--- config.mk ---
export PLATFORM = sky130hd
export DESIGN_NAME = spi_bus_arb
export DESIGN_NICKNAME = d
export VERILOG_FILES = /design/src/rtl/spi_bus_arb.sv
export SDC_FILE = /design/constraint.sdc
export NUM_CORES = 1
export LEC_CHECK = 0
export BUFFER_PORTS_ARGS = -buffer_cell sky130_fd_sc_hd__buf_2
export CAP_MARGIN = 20
export CELL_PAD_IN_SITES_DETAIL_PLACEMENT = 1
export CELL_PAD_IN_SITES_GLOBAL_PLACEMENT = 2
export CORE_UTILIZATION = 28
export DETAILED_ROUTE_END_ITERATION = 12
export PLACE_DENSITY_LB_ADDON = 0.25
export SYNTH_ARGS = -nofsm -noshare
export SYNTH_HDL_FRONTEND = slang
export SYNTH_SLANG_ARGS = --single-unit
--- constraint.sdc ---
create_clock -name i_clk -period 4.8 [get_ports i_clk]
set_clock_uncertainty 0.05 [all_clocks]
set_input_delay 0.96 -clock i_clk [delete_from_list [all_inputs] [get_ports i_clk]]
set_output_delay 0.96 -clock i_clk [all_outputs]
set_load 0.02 [all_outputs]
--- src/rtl/spi_bus_arb.sv ---
// spi_bus_arb: round-robin arbiter that shares one SPI master between N_REQ slaves.
// Each grant drives that slave's select, launches one 16-bit frame, returns the
// MISO data and pulses the requester's ack. It aborts with err if the master
// never reports done.
//
// state    | meaning
// ---------+-------------------------------------------------------------
// S_IDLE   | all selects high, waiting for any request
// S_SETUP  | selected slave's SS_n low, setup time before SCLK starts
// S_LAUNCH | spi_wrt pulse to the SPI master, timeout counter loaded
// S_BUSY   | frame in flight, waiting for spi_done or timeout
// S_GAP    | all selects high for GAP_CYC clks before the next grant
module spi_bus_arb #(
    parameter int N_REQ   = 5,
    parameter int GAP_CYC = 4,
    parameter int TMO_CYC = 1024
) (
    input  logic                 i_clk,
    input  logic                 i_rst,
    input  logic [N_REQ-1:0]     i_req,
    input  logic [16*N_REQ-1:0]  i_cmd,
    output logic [N_REQ-1:0]     o_ack,
    output logic                 o_err,
    output logic [15:0]          o_rsp_data,
    output logic                 o_spi_wrt,
    output logic [15:0]          o_spi_cmd,
    input  logic                 i_spi_done,
    input  logic [15:0]          i_spi_rd_data,
    output logic [N_REQ-1:0]     o_ss_n,
    output logic                 o_busy
);

    localparam int SEL_W = (N_REQ > 1)   ? $clog2(N_REQ)   : 1;
    localparam int TMO_W = (TMO_CYC > 1) ? $clog2(TMO_CYC) : 1;
    localparam int GAP_W = (GAP_CYC > 1) ? $clog2(GAP_CYC) : 1;

    // Both timers are down-counters; the terminal count is zero.
    localparam logic [TMO_W-1:0] TMO_LOAD = TMO_W'(TMO_CYC - 1);
    localparam logic [GAP_W-1:0] GAP_LOAD = GAP_W'(GAP_CYC - 1);
    localparam logic [SEL_W-1:0] SEL_LAST = SEL_W'(N_REQ - 1);

    typedef enum logic [2:0] {
        S_IDLE   = 3'd0,
        S_SETUP  = 3'd1,
        S_LAUNCH = 3'd2,
        S_BUSY   = 3'd3,
        S_GAP    = 3'd4
    } state_t;

    state_t              r_state;
    state_t              w_state_nxt;

    logic [SEL_W-1:0]    r_sel;
    logic [SEL_W-1:0]    r_rr_ptr;
    logic [TMO_W-1:0]    r_tmo_cnt;
    logic [GAP_W-1:0]    r_gap_cnt;
    logic [N_REQ-1:0]    r_ack;
    logic                r_err;
    logic [15:0]         r_rsp_data;
    logic                r_spi_wrt;
    logic [15:0]         r_spi_cmd;
    logic [N_REQ-1:0]    r_ss_n;

    logic                w_found;
    logic [SEL_W-1:0]    w_pick;
    logic [SEL_W-1:0]    w_sel_nxt;
    logic [SEL_W-1:0]    w_rr_nxt;
    logic [TMO_W-1:0]    w_tmo_nxt;
    logic [GAP_W-1:0]    w_gap_nxt;
    logic [N_REQ-1:0]    w_ack_nxt;
    logic                w_err_nxt;
    logic [15:0]         w_rsp_nxt;
    logic                w_wrt_nxt;
    logic [15:0]         w_cmd_nxt;
    logic [N_REQ-1:0]    w_ss_n_nxt;
    logic                w_finish;

    // Index wrap for the round-robin search; avoids a general modulo.
    function automatic int wrap_idx(input int a);
        return (a >= N_REQ) ? (a - N_REQ) : a;
    endfunction

    // Round-robin pick: first asserted request at or above rr_ptr, wrapping around.
    always_comb begin
        w_found = 1'b0;
        w_pick  = '0;
        for (int k = 0; k < N_REQ; k++) begin
            if (!w_found && i_req[wrap_idx(int'(r_rr_ptr) + k)]) begin
                w_found = 1'b1;
                w_pick  = SEL_W'(wrap_idx(int'(r_rr_ptr) + k));
            end
        end
    end

    // Next state plus next values of every registered output and counter.
    always_comb begin
        w_state_nxt = r_state;
        w_sel_nxt   = r_sel;
        w_rr_nxt    = r_rr_ptr;
        w_tmo_nxt   = r_tmo_cnt;
        w_gap_nxt   = r_gap_cnt;
        w_ack_nxt   = '0;
        w_err_nxt   = 1'b0;
        w_rsp_nxt   = r_rsp_data;
        w_wrt_nxt   = 1'b0;
        w_cmd_nxt   = r_spi_cmd;
        w_finish    = 1'b0;

        case (r_state)
            S_IDLE: begin
                if (w_found) begin
                    w_sel_nxt   = w_pick;
                    w_cmd_nxt   = i_cmd[16*int'(w_pick) +: 16];
                    w_state_nxt = S_SETUP;
                end
            end
            S_SETUP: begin
                w_wrt_nxt   = 1'b1;
                w_state_nxt = S_LAUNCH;
            end
            S_LAUNCH: begin
                w_tmo_nxt   = TMO_LOAD;
                w_state_nxt = S_BUSY;
            end
            S_BUSY: begin
                // A done in the terminal-count clk still counts as a normal completion.
                if (i_spi_done || (r_tmo_cnt == '0)) begin
                    w_finish  = 1'b1;
                    w_err_nxt = !i_spi_done;
                    if (i_spi_done) begin
                        w_rsp_nxt = i_spi_rd_data;
                    end
                end else begin
                    w_tmo_nxt = r_tmo_cnt - 1'b1;
                end
            end
            S_GAP: begin
                if (r_gap_cnt == '0) begin
                    w_state_nxt = S_IDLE;
                end else begin
                    w_gap_nxt = r_gap_cnt - 1'b1;
                end
            end
            default: begin
                w_state_nxt = S_IDLE;
            end
        endcase

        if (w_finish) begin
            w_ack_nxt[r_sel] = 1'b1;
            w_rr_nxt         = (r_sel == SEL_LAST) ? '0 : (r_sel + 1'b1);
            w_gap_nxt        = GAP_LOAD;
            w_state_nxt      = S_GAP;
        end

        // Selects follow the state being entered so they change glitch-free from a flop.
        w_ss_n_nxt = '1;
        if ((w_state_nxt == S_SETUP) || (w_state_nxt == S_LAUNCH) || (w_state_nxt == S_BUSY)) begin
            w_ss_n_nxt[w_sel_nxt] = 1'b0;
        end
    end

    // State register.
    always_ff @(posedge i_clk) begin
        if (i_rst) begin
            r_state <= S_IDLE;
        end else begin
            r_state <= w_state_nxt;
        end
    end

    // Datapath, counters and registered outputs.
    always_ff @(posedge i_clk) begin
        if (i_rst) begin
            r_sel      <= '0;
            r_rr_ptr   <= '0;
            r_tmo_cnt  <= '0;
            r_gap_cnt  <= '0;
            r_ack      <= '0;
            r_err      <= 1'b0;
            r_rsp_data <= '0;
            r_spi_wrt  <= 1'b0;
            r_spi_cmd  <= '0;
            r_ss_n     <= '1;
        end else begin
            r_sel      <= w_sel_nxt;
            r_rr_ptr   <= w_rr_nxt;
            r_tmo_cnt  <= w_tmo_nxt;
            r_gap_cnt  <= w_gap_nxt;
            r_ack      <= w_ack_nxt;
            r_err      <= w_err_nxt;
            r_rsp_data <= w_rsp_nxt;
            r_spi_wrt  <= w_wrt_nxt;
            r_spi_cmd  <= w_cmd_nxt;
            r_ss_n     <= w_ss_n_nxt;
        end
    end

    assign o_ack      = r_ack;
    assign o_err      = r_err;
    assign o_rsp_data = r_rsp_data;
    assign o_spi_wrt  = r_spi_wrt;
    assign o_spi_cmd  = r_spi_cmd;
    assign o_ss_n     = r_ss_n;
    assign o_busy     = (r_state != S_IDLE);

endmodule

# Word-level counts from Yosys, hierarchy flattened
# Cells that the tools add are included.
[totals]
in_bits = 104
output_inout_bits = 45
register_bits = 65
[classes]
n_shift = 1
order_cmp = 14
add_sub_neg = 12
n_bitwise = 5
n_eq_ne = 10
mux = 49
reduce_logical = 27
[op_table]
columns = ["op", "count"]
rows = [
  ["32-bit by 5-bit < comparator with 1-bit output, second input constant", 5],
  ["32-bit 2-to-1 mux", 5],
  ["80-bit by 8-bit variable part select with 16-bit output", 1],
  ["3-bit 2-to-1 mux", 11],
  ["1-bit 2-to-1 mux", 20],
  ["10-bit one-hot mux with 2 select lines", 1],
  ["4-bit by 3-bit subtractor with 5-bit output, second input constant", 4],
  ["4-bit by 3-bit >= comparator with 1-bit output, second input constant", 4],
  ["1-bit binary-select mux with 3-bit select", 5],
  ["3-bit one-hot mux with 5 select lines", 1],
  ["3-bit by 2-bit == test with 1-bit output, second input constant", 4],
  ["10-bit logical NOT", 1],
  ["10-bit 2-to-1 mux", 1],
  ["10-bit by 1-bit subtractor with 10-bit output, second input constant", 1],
  ["3-bit by 2-bit adder with 4-bit output, second input constant", 2],
  ["3-bit by 4-bit < comparator with 1-bit output, second input constant", 2],
  ["1-bit demux with 3-bit select", 2],
  ["3-bit by 1-bit == test with 1-bit output, second input constant", 2],
  ["3-bit == test, second input constant", 2],
  ["3-bit by 1-bit >= comparator with 1-bit output, second input constant", 2],
  ["1-bit logical AND", 6],
  ["2-bit 2-to-1 mux", 3],
  ["2-bit AND reduction", 3],
  ["1-bit logical NOT", 5],
  ["other kinds (17)", 25],
]

# Logic depth before layout (Yosys ltp)
# Gate-level depths: netlist of the first run.
[logic_depth]
ltp_word = 26
mapped_depth = 17
mapped_depth_nobuf = 13

# Least setup slack after synthesis of the first run
# Ideal clock, no wire load.
[synth_path]
path_type = "reg2reg"
start = "register r_rr_ptr[1]"
end = "register r_spi_cmd[7], in the netlist o_spi_cmd[7]"
t_required_ns = 4.633
stages_incl_launch_ff = 16
period_less_slack_ns = 3.779
t_arrival_ns = 3.612
path_slack_ns = 1.021
path_cell_list = "dfxtp_1 > buf_2 > inv_1 > ha_1 > buf_2 > and3b_1 > a32oi_2 > a21boi_0 > a211o_1 > a21o_1 > buf_6 > or4_4 > buf_6 > a211oi_1 > o21ai_0 > a32o_1"
[synth_via]
elab_chain_cells = 19
elab_cells_between_ends = 54
cone_classes = "add/sub (9); order compare (5); shift (1); mux (30); reduce/logical (9)"
[synth_lines]
columns = ["item", "line", "source"]
rows = [
  ["start: declaration", "54", "logic [SEL_W-1:0] r_rr_ptr;"],
  ["start signal: assignment", "187", "r_rr_ptr <= w_rr_nxt;"],
  ["parallel branches: the longest is 19 deep, another holds 4-bit by 3-bit subtractor with 5-bit output", "--", ""],
  ["end signal: assignment", "194", "r_spi_cmd <= w_cmd_nxt;"],
  ["end: declaration", "61", "logic [15:0] r_spi_cmd;"],
]
# Parallel ways; which one is timed is not known. The select of a mux whose other input is x is not followed.
# A chain may end at the register's enable or synchronous reset.

# Worst setup path after layout of the first run
[layout_path]
start = "register r_rr_ptr[2]"
end = "register r_ss_n[1], in the netlist o_ss_n[1]"
[layout_via]
elab_chain_cells = 26
elab_cells_between_ends = 70
cone_classes = "add/sub (9); order compare (7); eq/ne (3); mux (37); bitwise (2); reduce/logical (12)"
[layout_lines]
columns = ["item", "line", "source"]
rows = [
  ["parallel branches: the longest is 26 deep, another holds 4-bit by 3-bit subtractor with 5-bit output", "--", ""],
  ["end signal: assignment", "195", "r_ss_n <= w_ss_n_nxt;"],
  ["end: declaration", "62", "logic [N_REQ-1:0] r_ss_n;"],
]
# Parallel ways; which one is timed is not known. The select of a mux whose other input is x is not followed.

==> results of run 1 <==
[where the power goes]
part	leakage, nW	switching [mW]	internal, mW
clock	0.168	0.284	0.514
combinational	1.66	0.449	0.282
sequential	0.531	0.0526	0.617
total	2.36	0.785	1.41
[stage by stage]
stage	area, um^2	worst slack, ns	utilization, %
finish	5560	0.365	37.7
global route	5560	0.0307	37.7
CTS	5560	0.304	37.7
detailed placement	5210	0.323	35.3
global placement	5210	0.477	35.3
floorplan	4300	1.02	-
[worst paths after layout]
kind | startpoint | to | slack [ns]
min reg2reg | o_rsp_data[9]$_SDFFE_PP0P_ | o_rsp_data[9]$_SDFFE_PP0P_ | 0.40
max reg2reg | r_rr_ptr[2]$_SDFFE_PP0P_ | o_ss_n[1]$_SDFF_PP1_ | 0.36
max | r_rr_ptr[2]$_SDFFE_PP0P_ | o_ss_n[1]$_SDFF_PP1_ | 0.36
min | o_rsp_data[9]$_SDFFE_PP0P_ | o_rsp_data[9]$_SDFFE_PP0P_ | 0.40
[metal layers]
layer	GRT usage (%)	vias to the layer above
met5	0	-
met4	6.73	0
met3	4.67	19
met2	35.7	110
met1	22.9	2219
li1	-	2229
[worst max-delay path, cell delays in order, from the launching register on]
cell and delay (ns):
dfxtp_1 0.73, inv_1 0.18, ha_1 0.25, a211oi_1 0.58
o21ai_0 0.22, a31oi_2 0.32, nand2_1 0.30, a221oi_1 0.38
nor2_1 0.10, nor2_1 0.60, a21oi_1 0.32, nand3b_1 0.26
[placed cells by master, fill, tap and decap left out, types with 7 or more instances in the layout]
cell type | synthesis | routed
a211oi_1 | 23 | 23
a21boi_0 | 9 | 9
a21oi_1 | 43 | 43
and3_1 | 14 | 14
buf_2 | 10 | 148
buf_4 | 2 | 14
clkbuf_16 | 0 | 9
dfxtp_1 | 65 | 65
ha_1 | 16 | 15
inv_1 | 19 | 19
mux2i_1 | 17 | 17
nand2_1 | 59 | 59
nand3_1 | 14 | 14
nand4_1 | 7 | 7
nor2_1 | 26 | 26
nor3_1 | 19 | 19
o221ai_1 | 9 | 9
xnor2_1 | 11 | 11
[cell type report]
class / instances / share of cell area, %
Multi-Input combinational cell: 400 / 49.7
Sequential cell: 65 / 23.4
Timing Repair Buffer: 162 / 15.2
Tap cell: 184 / 4.14
Clock buffer: 9 / 4.05
Clock inverter: 7 / 2.27
Inverter: 19 / 1.28
[registers in the layout, summed over array words and instances, names as in the netlist]
signal,count
r_tmo_cnt,10
o_ss_n,5
r_state,3
r_gap_cnt,2
r_sel,3
o_spi_cmd,16
o_err,1
o_ack,5
o_spi_wrt,1
o_rsp_data,16
r_rr_ptr,3
[cells by family after synthesis]
family,count (synthesis)
AND/OR/NAND/NOR,182
flip-flops,65
XOR/XNOR,15
multiplexers,20
adder cells (fa/ha/maj),16
buffers and inverters,53
AO/OA/AOI/OAI,167
[repair_timing]
action                     CTS  global route
setup endpoints to repair    0            14
resized for setup            0             1
hold buffers                 0             0
==> key figures, run 1 <==
GRT
  • Total GRT Usage: 19.8%
  • Largest net degree at the start of global routing: 44
  • Antenna violations before repair: 0
  • Vias in the first global route: a little under 5000
  • Global route overflow: 0
  • First-pass GRT wire length: 24800 um

Yosys
  • Top cells by count, synth: 65 x dfxtp_1, 59 x nand2_1, 43 x a21oi_1, 26 x nor2_1, 23 x a211oi_1
  • Most numerous cell in the Yosys netlist: dfxtp_1
  • Top post-synthesis cells by area: dfxtp_1 30%, nand2_1 5.2%, a21oi_1 5.0%
  • Async SR Flop Fraction: 0%
  • Compound-Gate Fraction of Synth Area: about 29%
  • Number of synthesized register bits: 65
  • Post-Synth Simple-Gate Area: 21.6%
  • Register area share after synthesis: 30.3%
  • Area of the mapped netlist: 4300 um^2
  • Post-synthesis area per instance: 8.29 um^2
  • Synth unique cells: 76
  • Cell type contributing the most total cell area after synthesis: dfxtp_1
  • Syn Inst Count: just over 500
  • Largest family of logic cells by synthesized area: compound AO/OA/AOI/OAI gates
  • Top-area cell type share of the netlist area: 30.3%
  • Yosys warns: 0
  • Portion of netlist area occupied by mux cells: 5.53%
  • Synth Flop Type: dfxtp_1
  • Syn_nets: 638
  • Post-synth EDFFs: 0
  • Post-Synth Adder-Cell Area: 4.66%
  • Synth Area in XOR/XNOR: 3.06%

Setup path
  • CP Class: flip-flop to flip-flop
  • CP max FO: 17
  • CP startpoint kind: flip-flop
  • R2R cell count: 11
  • Arr. time, crit path: about 4.6 ns
  • Type of element capturing the critical path: flip-flop
  • Critical Path RT: 4.96 ns

Clock network
  • CTS tree: done
  • Clock Pin Slew Worst Setup and Hold Paths: ~0.060 ns
  • Setup Fix Bufs, Post-CTS: 0
  • Clock H-tree levels: 3
  • CTS Buf Count: 9
  • Max Root-Sink Buffers: 2
  • Worst-Skew Late Latency: 0.35 ns
  • CTS root buf: clkbuf_16
  • Clk sinks: 65

Floorplan
  • Die area: 15800 um^2
  • Io pins: 149
  • Core area: between 10000 and 15000 um^2
  • Initial cell density of the core: 29.1%
  • FP Rows: 44
  • DIE HEIGHT: between 100 and 150 um
  • Horiz. Die Dim: between 100 and 150 um

Cells and area
  • Reg area: approximately 1300 um^2
  • Fillers: 1810
  • Final std cells w/o fill: 846
  • Diode count: 0
  • Ratio of cells with drive above 1 in the final layout: approximately 31%
  • Multi-input logic area: roughly 2800 um^2
  • Area growth, synth to finish: 29.5%
  • Final net count: 777

Place
  • Dpl cells: 830
  • Routability congestion estimate from global placement: between 0.8 and 0.9
  • Hpwl dp: between 10000 and 15000 um
  • IO Port Bufs: 148

Route
  • M1 wire length: 6610 um
  • Drt drc: 0
  • Drt via density: 5.41
  • Drt first pass iters: 4
  • Avg WL per Cell: 18.3 um
  • Post-Route WL: 15500 um
  • Post-route ant nets: 0
  • Top Layer Used: met4
  • Routed wire length on met3: approximately 740 um
  • Vias: 4577
  • Met2 routed WL: 7830 um
  • DR iter-0 viols: around 230

STA
  • Max-slew violations: 0
  • Hold Slack: 0.401 ns
  • Fin. Hold Viols: 0
  • TNS Setup: 0 ns
  • Period utilisation layout: between 90 and 100%
  • Max frequency: 225 MHz
  • # setup viols final: 0
  • Slew headroom: 48.2%
  • Least-Margin Pin Slew: about 0.77 ns
  • Final min period: approximately 4.4 ns
  • RSZ-0062 raised after global routing: false

Power and ir drop
  • Peak supply drop: 218 uV
  • Power density over the cells: around 390 nW/um^2
  • Pwr Total: roughly 2.2 mW
  • Leakage: 2.36 nW

Min path
  • Worst min path class: flip-flop to flip-flop
  • Depth of the worst hold-timing path: 2

Job
  • Max-cap violations: 0

Outcome
  • Status: finished, final reports clean
(Power assumes the default switching activity.)
==> inputs of run 2 (changes only) <==
--- a/config.mk
+++ b/config.mk
@@ -5,11 +5,13 @@
 export SDC_FILE = /design/constraint.sdc
 export NUM_CORES = 1
 export LEC_CHECK = 0
+export ABC_AREA = 1
 export BUFFER_PORTS_ARGS = -buffer_cell sky130_fd_sc_hd__buf_2
 export CAP_MARGIN = 20
 export CELL_PAD_IN_SITES_DETAIL_PLACEMENT = 1
 export CELL_PAD_IN_SITES_GLOBAL_PLACEMENT = 2
-export CORE_UTILIZATION = 28
+export CORE_UTILIZATION = 26
+export CTS_BUF_LIST = sky130_fd_sc_hd__clkbuf_16
 export DETAILED_ROUTE_END_ITERATION = 12
 export PLACE_DENSITY_LB_ADDON = 0.25
 export SYNTH_ARGS = -nofsm -noshare
==> run 2 against run 1 <==
  * First-iteration DRC count is 27% lower
  * Worst hold slack improved by 0.0080 ns
  * Worst setup slack improved by 0.33 ns
  * Maximum frequency rose by 8.2%
  * Power grew 63%
  * Die area is 8.8% higher
  * Global-route usage down 2.5 points
  * Via count up 5.8%
  * Utilization down 3.5 points
  * Routed wire length is 4.7% lower
  * Sequential power is 16% higher
  * Largest power group is now combinational logic
==> key figures, run 2 <==
Setup path
  • Critical Path RT: 4.96 ns
  • Worst path slowest cell: dfxtp_1
  • CP startpoint kind: flip-flop
  • Arr. time, crit path: 4.26 ns
  • CP dominant cell by count: nand2_2
  • Crit path cell chain: inv_2, ha_1, inv_1, ha_1, inv_1, nand2_2, nand2_2, nand2_2, nand2_1, nand3_1, nand3_1, nand2_2, nand2_2, nor2_4, nand3_2, nand2_2, nand2_2, o21ai_1, inv_1, nor2_1, nand3_1
  • CP max FO: between 40 and 50
  • Buf/Inv on CP: 4
  • Type of element capturing the critical path: flip-flop
  • Largest stage delay on the critical path: 0.65 ns
  • CP Class: flip-flop to flip-flop
  • Family with the most delay on the worst path: simple AND/OR/NAND/NOR gates

Cells and area
  • Final core utilization: 34.2%
  • Final net count: 933
  • Commonest non-fill, non-tap cell in the layout: nand2_1
  • Most frequent cells in the layout: 191 x nand2_1, 148 x buf_2, 94 x nand3_1
  • Post-route cell area: 5510 um^2
  • Ratio of cells with drive above 1 in the final layout: a little over a quarter
  • Area growth, synth to finish: 26.8%
  • Final std cells w/o fill: 1034
  • Diode count: 0

Yosys
  • Syn_nets: between 700 and 800
  • Post-synthesis area per instance: 6.43 um^2
  • Async SR Flop Fraction: 0%
  • Synth Flop Type: dfxtp_1
  • Top post-synthesis cells by area: dfxtp_1 30%, nand2_1 16%, nand3_1 11%
  • Area of the mapped netlist: 4350 um^2
  • Post-synth EDFFs: 0
  • Top-area cell type share of the netlist area: 29.9%
  • Synth unique cells: 41
  • Yosys warns: 0
  • Most numerous cell in the Yosys netlist: nand2_1
  • Register area share after synthesis: between 20% and 30%
  • Syn Inst Count: 676
  • Top cells by count, synth: 191 x nand2_1, 94 x nand3_1, 69 x inv_1, 65 x dfxtp_1, 44 x a21oi_1
  • Number of synthesized register bits: 65
  • Cell type contributing the most total cell area after synthesis: dfxtp_1

Route
  • Avg WL per Cell: 14.3 um
  • Vias: slightly below 5000
  • Drt drc: 0
  • Drt first pass iters: 4
  • Drt via density: 4.68
  • Post-route ant nets: 0
  • DR iter-0 viols: 166
  • Post-Route WL: 14700 um

GRT
  • Global route overflow: 0
  • First-pass GRT wire length: 24600 um
  • Largest net degree at the start of global routing: 52
  • Total GRT Usage: between 15 and 20%
  • Antenna violations before repair: 0
  • Vias in the first global route: 5170

Floorplan
  • Io pins: ~150
  • FP Rows: 46
  • DIE HEIGHT: approximately 130 um
  • Initial cell density of the core: ~27%
  • Die area: 17200 um^2
  • Core area: 16100 um^2
  • Horiz. Die Dim: around 130 um

STA
  • Fin. Hold Viols: 0
  • Period utilisation layout: 85.4%
  • Least-Margin Pin Slew: 0.960 ns
  • Max frequency: 244 MHz
  • Hold Slack: 0.409 ns
  • Final min period: 4.10 ns
  • Max-slew violations: 0
  • # setup viols final: 0
  • TNS Setup: 0 ns
  • RSZ-0062 raised after global routing: false
  • Slew headroom: 36.0%

Power and ir drop
  • Power density over the cells: around 650 nW/um^2
  • Leakage: around 2.7 nW
  • Peak supply drop: 215 uV

Clock network
  • CTS tree: done
  • Hold bufs inserted after CTS: 0
  • Max Root-Sink Buffers: 2
  • Clk sinks: 65
  • Clock Pin Slew Worst Setup and Hold Paths: 0.05 ns
  • Setup Fix Bufs, Post-CTS: 0
  • Clock H-tree levels: 3
  • CTS root buf: clkbuf_16
  • # resized after CTS: 0
  • CTS Buf Count: 9
  • Worst-Skew Late Latency: 0.33 ns

Outcome
  • Status: finished, final reports clean

Place
  • Dpl cells: about 1000
  • DP Area: 5230 um^2
  • Routability congestion estimate from global placement: around 0.85
  • IO Port Bufs: about 150
  • Hpwl dp: 11900 um

Min path
  • Worst min path class: flip-flop to flip-flop

Job
  • Max-cap violations: 0
==> run 2: cell types whose count changed after synthesis, sizes merged, moves of 11 or more <==
cell | previous run | this run
a211oi | 23 | 0
and3 | 14 | 0
inv | 19 | 78
mux2i | 17 | 0
nand2 | 60 | 211
nand3 | 14 | 102
nor2 | 27 | 45
nor3 | 20 | 8
o21ai | 10 | 41
o31ai | 11 | 0
==> run 2: metrics by stage <==
stage          power, mW  worst slack, ns
2_1_floorplan       2.49             1.92
3_3_place_gp        2.94            0.902
3_5_place_dp        3.00            0.712
4_1_cts             3.63            0.677
5_1_grt             3.95            0.251
6_report            3.58            0.699
==> run 2: area by class of cell <==
type,instances,area (um^2)
multi-input cells,508,2610
flip-flops and latches,65,1300
clock inverters,7,55.1
fillers,2153,10600
clock buffers,9,225
inverters,79,297
repair buffers,150,756
well taps,216,270
==> run 2: logic make-up (layout without fill, tap and decap cells) <==
logic type,Yosys count,after routing,share of synthesized area [%]
simple gates,389,389,41.3
buf+inv,103,245,10.0
compound gates,100,100,13.3
flops,65,65,29.9
fa+ha+maj,16,16,4.61
xor+xnor,3,3,0.778
==> run 2: final timing paths <==
path                                                  from  slack, ns  depth (start not counted)                          to
worst min-delay path            o_rsp_data[7]$_SDFFE_PP0P_       0.41                          2  o_rsp_data[7]$_SDFFE_PP0P_
worst max-delay path              r_rr_ptr[0]$_SDFFE_PP0P_       0.70                         21        o_ss_n[4]$_SDFF_PP1_
worst max register to register    r_rr_ptr[0]$_SDFFE_PP0P_       0.70                         21        o_ss_n[4]$_SDFF_PP1_
worst min register to register  o_rsp_data[7]$_SDFFE_PP0P_       0.41                          2  o_rsp_data[7]$_SDFFE_PP0P_
==> run 2: worst register-to-register path: stages, from the launching register on <==
cell and delay (ns):
dfxtp_1 0.65, inv_2 0.24, ha_1 0.27, inv_1 0.06, ha_1 0.16, inv_1 0.07
nand2_2 0.11, nand2_2 0.10, nand2_2 0.14, nand2_1 0.06, nand3_1 0.09, nand3_1 0.14
nand2_2 0.24, nand2_2 0.10, nor2_4 0.12, nand3_2 0.11, nand2_2 0.14, nand2_2 0.41
o21ai_1 0.40, inv_1 0.11, nor2_1 0.14, nand3_1 0.09
==> run 2: report_power, final <==
part,switching [mW],leakage (nW),internal [mW]
clock network,0.222,0.150,0.392
registers,0.0993,0.531,0.676
logic,1.51,1.99,0.676
==> run 2: routing by layer <==
metal | routed length (um) | track usage (%) | vias to the layer above | share of wire, %
li1 | - | - | 2484 | -
met5 | 0 | 0 | - | 0
met2 | 7150 | 30.6 | 121 | 49
met3 | 719 | 4.86 | 16 | 4.9
met4 | 249 | 4.59 | 0 | 1.7
met1 | 6610 | 20.5 | 2220 | 45
==> inputs of run 3 (changes only) <==
--- a/config.mk
+++ b/config.mk
@@ -13,7 +13,7 @@
 export CORE_UTILIZATION = 26
 export CTS_BUF_LIST = sky130_fd_sc_hd__clkbuf_16
 export DETAILED_ROUTE_END_ITERATION = 12
-export PLACE_DENSITY_LB_ADDON = 0.25
+export PLACE_DENSITY_LB_ADDON = 0.2
 export SYNTH_ARGS = -nofsm -noshare
 export SYNTH_HDL_FRONTEND = slang
 export SYNTH_SLANG_ARGS = --single-unit
==> run 3 against run 2 <==
  * Sequential share of layout area is essentially flat
  * Utilization is essentially flat
  * Clock power is essentially flat
  * Sequential power is essentially flat
  * Clock-buffer cell count is the same
  * Power grew 0.64%
  * Worst setup slack lost 0.071 ns
  * First-iteration DRC count grew 3.0%
  * Non-clock buffer count is the same
  * Largest power group unchanged
==> key figures, run 3 (synthesis results as in run 2) <==
Outcome
  • Status: finished, final reports clean

Cells and area
  • Diode count: 0
  • Final std cells w/o fill: 1034
  • Ratio of cells with drive above 1 in the final layout: 26.0%
  • Area growth, synth to finish: 26.8%
  • Commonest non-fill, non-tap cell in the layout: nand2_1
  • Most frequent cells in the layout: 191 x nand2_1, 148 x buf_2, 94 x nand3_1
  • Fillers: 2149
  • Final net count: 933

Setup path
  • Type of element capturing the critical path: flip-flop
  • CP max FO: 41
  • CP Class: flip-flop to flip-flop
  • R2R cell count: 17
  • Critical Path RT: 4.95 ns
  • Worst path slowest cell: dfxtp_1
  • Arr. time, crit path: 4.33 ns
  • RR Endpoint: o_ss_n[4]$_SDFF_PP1_
  • RR Startpoint: r_rr_ptr[0]$_SDFFE_PP0P_
  • Family with the most delay on the worst path: simple AND/OR/NAND/NOR gates
  • CP dominant cell by count: o21ai_1
  • Reg2reg setup slack: 0.63 ns
  • Crit path cell chain: inv_2, ha_1, inv_2, nand2_1, nand2_1, o21ai_1, o21ai_1, a21oi_2, inv_1, nand4_1, nand3_1, nand2_2, nand2_2, o21ai_1, inv_1, nor2_1, nand3_1
  • Buf/Inv on CP: 4
  • CP startpoint kind: flip-flop
  • Largest stage delay on the critical path: 0.64 ns

Floorplan
  • Initial cell density of the core: 27.0%
  • FP Rows: 46
  • DIE HEIGHT: 131 um
  • Die area: 17200 um^2
  • Horiz. Die Dim: about 130 um
  • Core area: ~16000 um^2
  • Io pins: 149

Min path
  • Worst min path class: flip-flop to flip-flop
  • Worst hold start: o_rsp_data[9]$_SDFFE_PP0P_
  • Worst hold endpoint: o_rsp_data[9]$_SDFFE_PP0P_
  • Depth of the worst hold-timing path: 2

Power and ir drop
  • Peak supply drop: approximately 210 uV
  • Power density over the cells: 653 nW/um^2
  • Switching power: 1.86 mW
  • Clock network power share: 17.0%
  • Logic pwr share: around three fifths
  • Leakage: approximately 2.7 nW
  • Seq pwr share: 21.5%
  • Cell-internal power: between 1.5 and 2 mW
  • Switching part of the total power: about 52%

Clock network
  • CTS root buf: clkbuf_16
  • Clk sinks: 65
  • CTS Buf Count: 9
  • Hold bufs inserted after CTS: 0
  • Clock Pin Slew Worst Setup and Hold Paths: 0.05 ns
  • # resized after CTS: 0
  • Clock H-tree levels: 3
  • Worst-Skew Late Latency: 0.32 ns
  • CTS tree: done
  • Max Root-Sink Buffers: 2
  • Setup Fix Bufs, Post-CTS: 0

STA
  • Least-Margin Pin Slew: about 0.99 ns
  • Max-slew violations: 0
  • Fin. Hold Viols: 0
  • Max frequency: 240 MHz
  • RSZ-0062 raised after global routing: false
  • # setup viols final: 0
  • Period utilisation layout: 86.9%
  • TNS Setup: 0 ns
  • Final min period: 4.17 ns
  • Slew headroom: 33.8%

Job
  • Max-cap violations: 0

Place
  • Routability congestion estimate from global placement: 0.824
  • Hpwl dp: 12000 um
  • IO Port Bufs: between 100 and 150
  • Dpl cells: between 1000 and 1500

Route
  • Post-Route WL: 15000 um
  • Post-route ant nets: 0
  • Vias: around 4900
  • DR iter-0 viols: 171
  • Drt first pass iters: 6
  • Drt via density: ~4.7
  • Avg WL per Cell: about 15 um
  • Drt drc: 0

GRT
  • Total GRT Usage: 17.3%
  • Global route overflow: 0
  • Antenna violations before repair: 0
  • Vias in the first global route: 5046
  • First-pass GRT wire length: 24600 um
  • Largest net degree at the start of global routing: 52
run 3: cell types whose count changed in the layout (fill, tap and decap cells not counted):
cell / previous run / this run
clkinv_1: 2 / 6
clkinv_2: 2 / 0
inv_1: 72 / 70
run 3: power groups by stage:
stage / Clock [mW] / Sequential, mW / Combinational (mW)
after detailed placement: 0 / 0.786 / 2.25
after global routing: 0.653 / 0.794 / 2.52
final: 0.612 / 0.773 / 2.21
after CTS: 0.634 / 0.776 / 2.26
after global placement: 0 / 0.782 / 2.18
after floorplan: 0 / 0.832 / 1.65
run 3: layout make-up:
class / instances / area [um^2] / share of cell area, %
clock inverters: 7 / 52.6 / 0.954
well taps: 216 / 270 / 4.91
flip-flops and latches: 65 / 1300 / 23.6
multi-input cells: 508 / 2610 / 47.3
inverters: 79 / 297 / 5.38
clock buffers: 9 / 225 / 4.09
repair buffers: 150 / 756 / 13.7
run 3: worst max-delay path by stage:
| stage | startpoint | endpoint | cells past startpoint |
|---|---|---|---|
| final | r_rr_ptr[0]$_SDFFE_PP0P_ | o_ss_n[4]$_SDFF_PP1_ | 17 |
| after global routing | r_rr_ptr[0]$_SDFFE_PP0P_ | o_ss_n[4]$_SDFF_PP1_ | 17 |
| after CTS | r_rr_ptr[0]$_SDFFE_PP0P_ | o_ss_n[4]$_SDFF_PP1_ | 20 |
| after detailed placement | r_rr_ptr[0]$_SDFFE_PP0P_ | o_ss_n[4]$_SDFF_PP1_ | 20 |
| after global placement | r_rr_ptr[0]$_SDFFE_PP0P_ | o_ss_n[4]$_SDFF_PP1_ | 17 |
| after floorplan | r_rr_ptr[1]$_SDFFE_PP0P_ | o_spi_cmd[7]$_SDFFE_PP0P_ | 22 |
run 3: per-layer routing:
| layer | routed length (um) | vias up | share of wire [%] | global-route usage, % |
|---|---|---|---|---|
| li1 | - | 2492 | - | - |
| met2 | 7380 | 128 | 49 | 31.4 |
| met1 | 6590 | 2260 | 44 | 20.1 |
| met5 | 0 | - | 0 | 0 |
| met4 | 216 | 0 | 1.4 | 4.46 |
| met3 | 835 | 15 | 5.6 | 4.48 |
run 3: per-stage QoR:
stage / hold WS, ns / power, mW / instance area [um^2] / util (%) / setup WS [ns]
4_1_cts: 0.415 / 3.67 / 5510 / 34.2 / 0.625
6_report: 0.412 / 3.60 / 5510 / 34.2 / 0.628
3_5_place_dp: 0.406 / 3.03 / 5230 / 32.5 / 0.638
2_1_floorplan: 0.378 / 2.49 / 4350 / - / 1.92
3_3_place_gp: 0.395 / 2.96 / 5230 / 32.5 / 0.915
5_1_grt: 0.436 / 3.96 / 5510 / 34.2 / 0.117
run 3: tightest hold or removal path, delay by kind of cell (launching register included):
kind	cells	cell delay (ns)
AOI/OAI and AO/OA	1	0.05
DFF	1	0.30
and+or+nand+nor	1	0.06
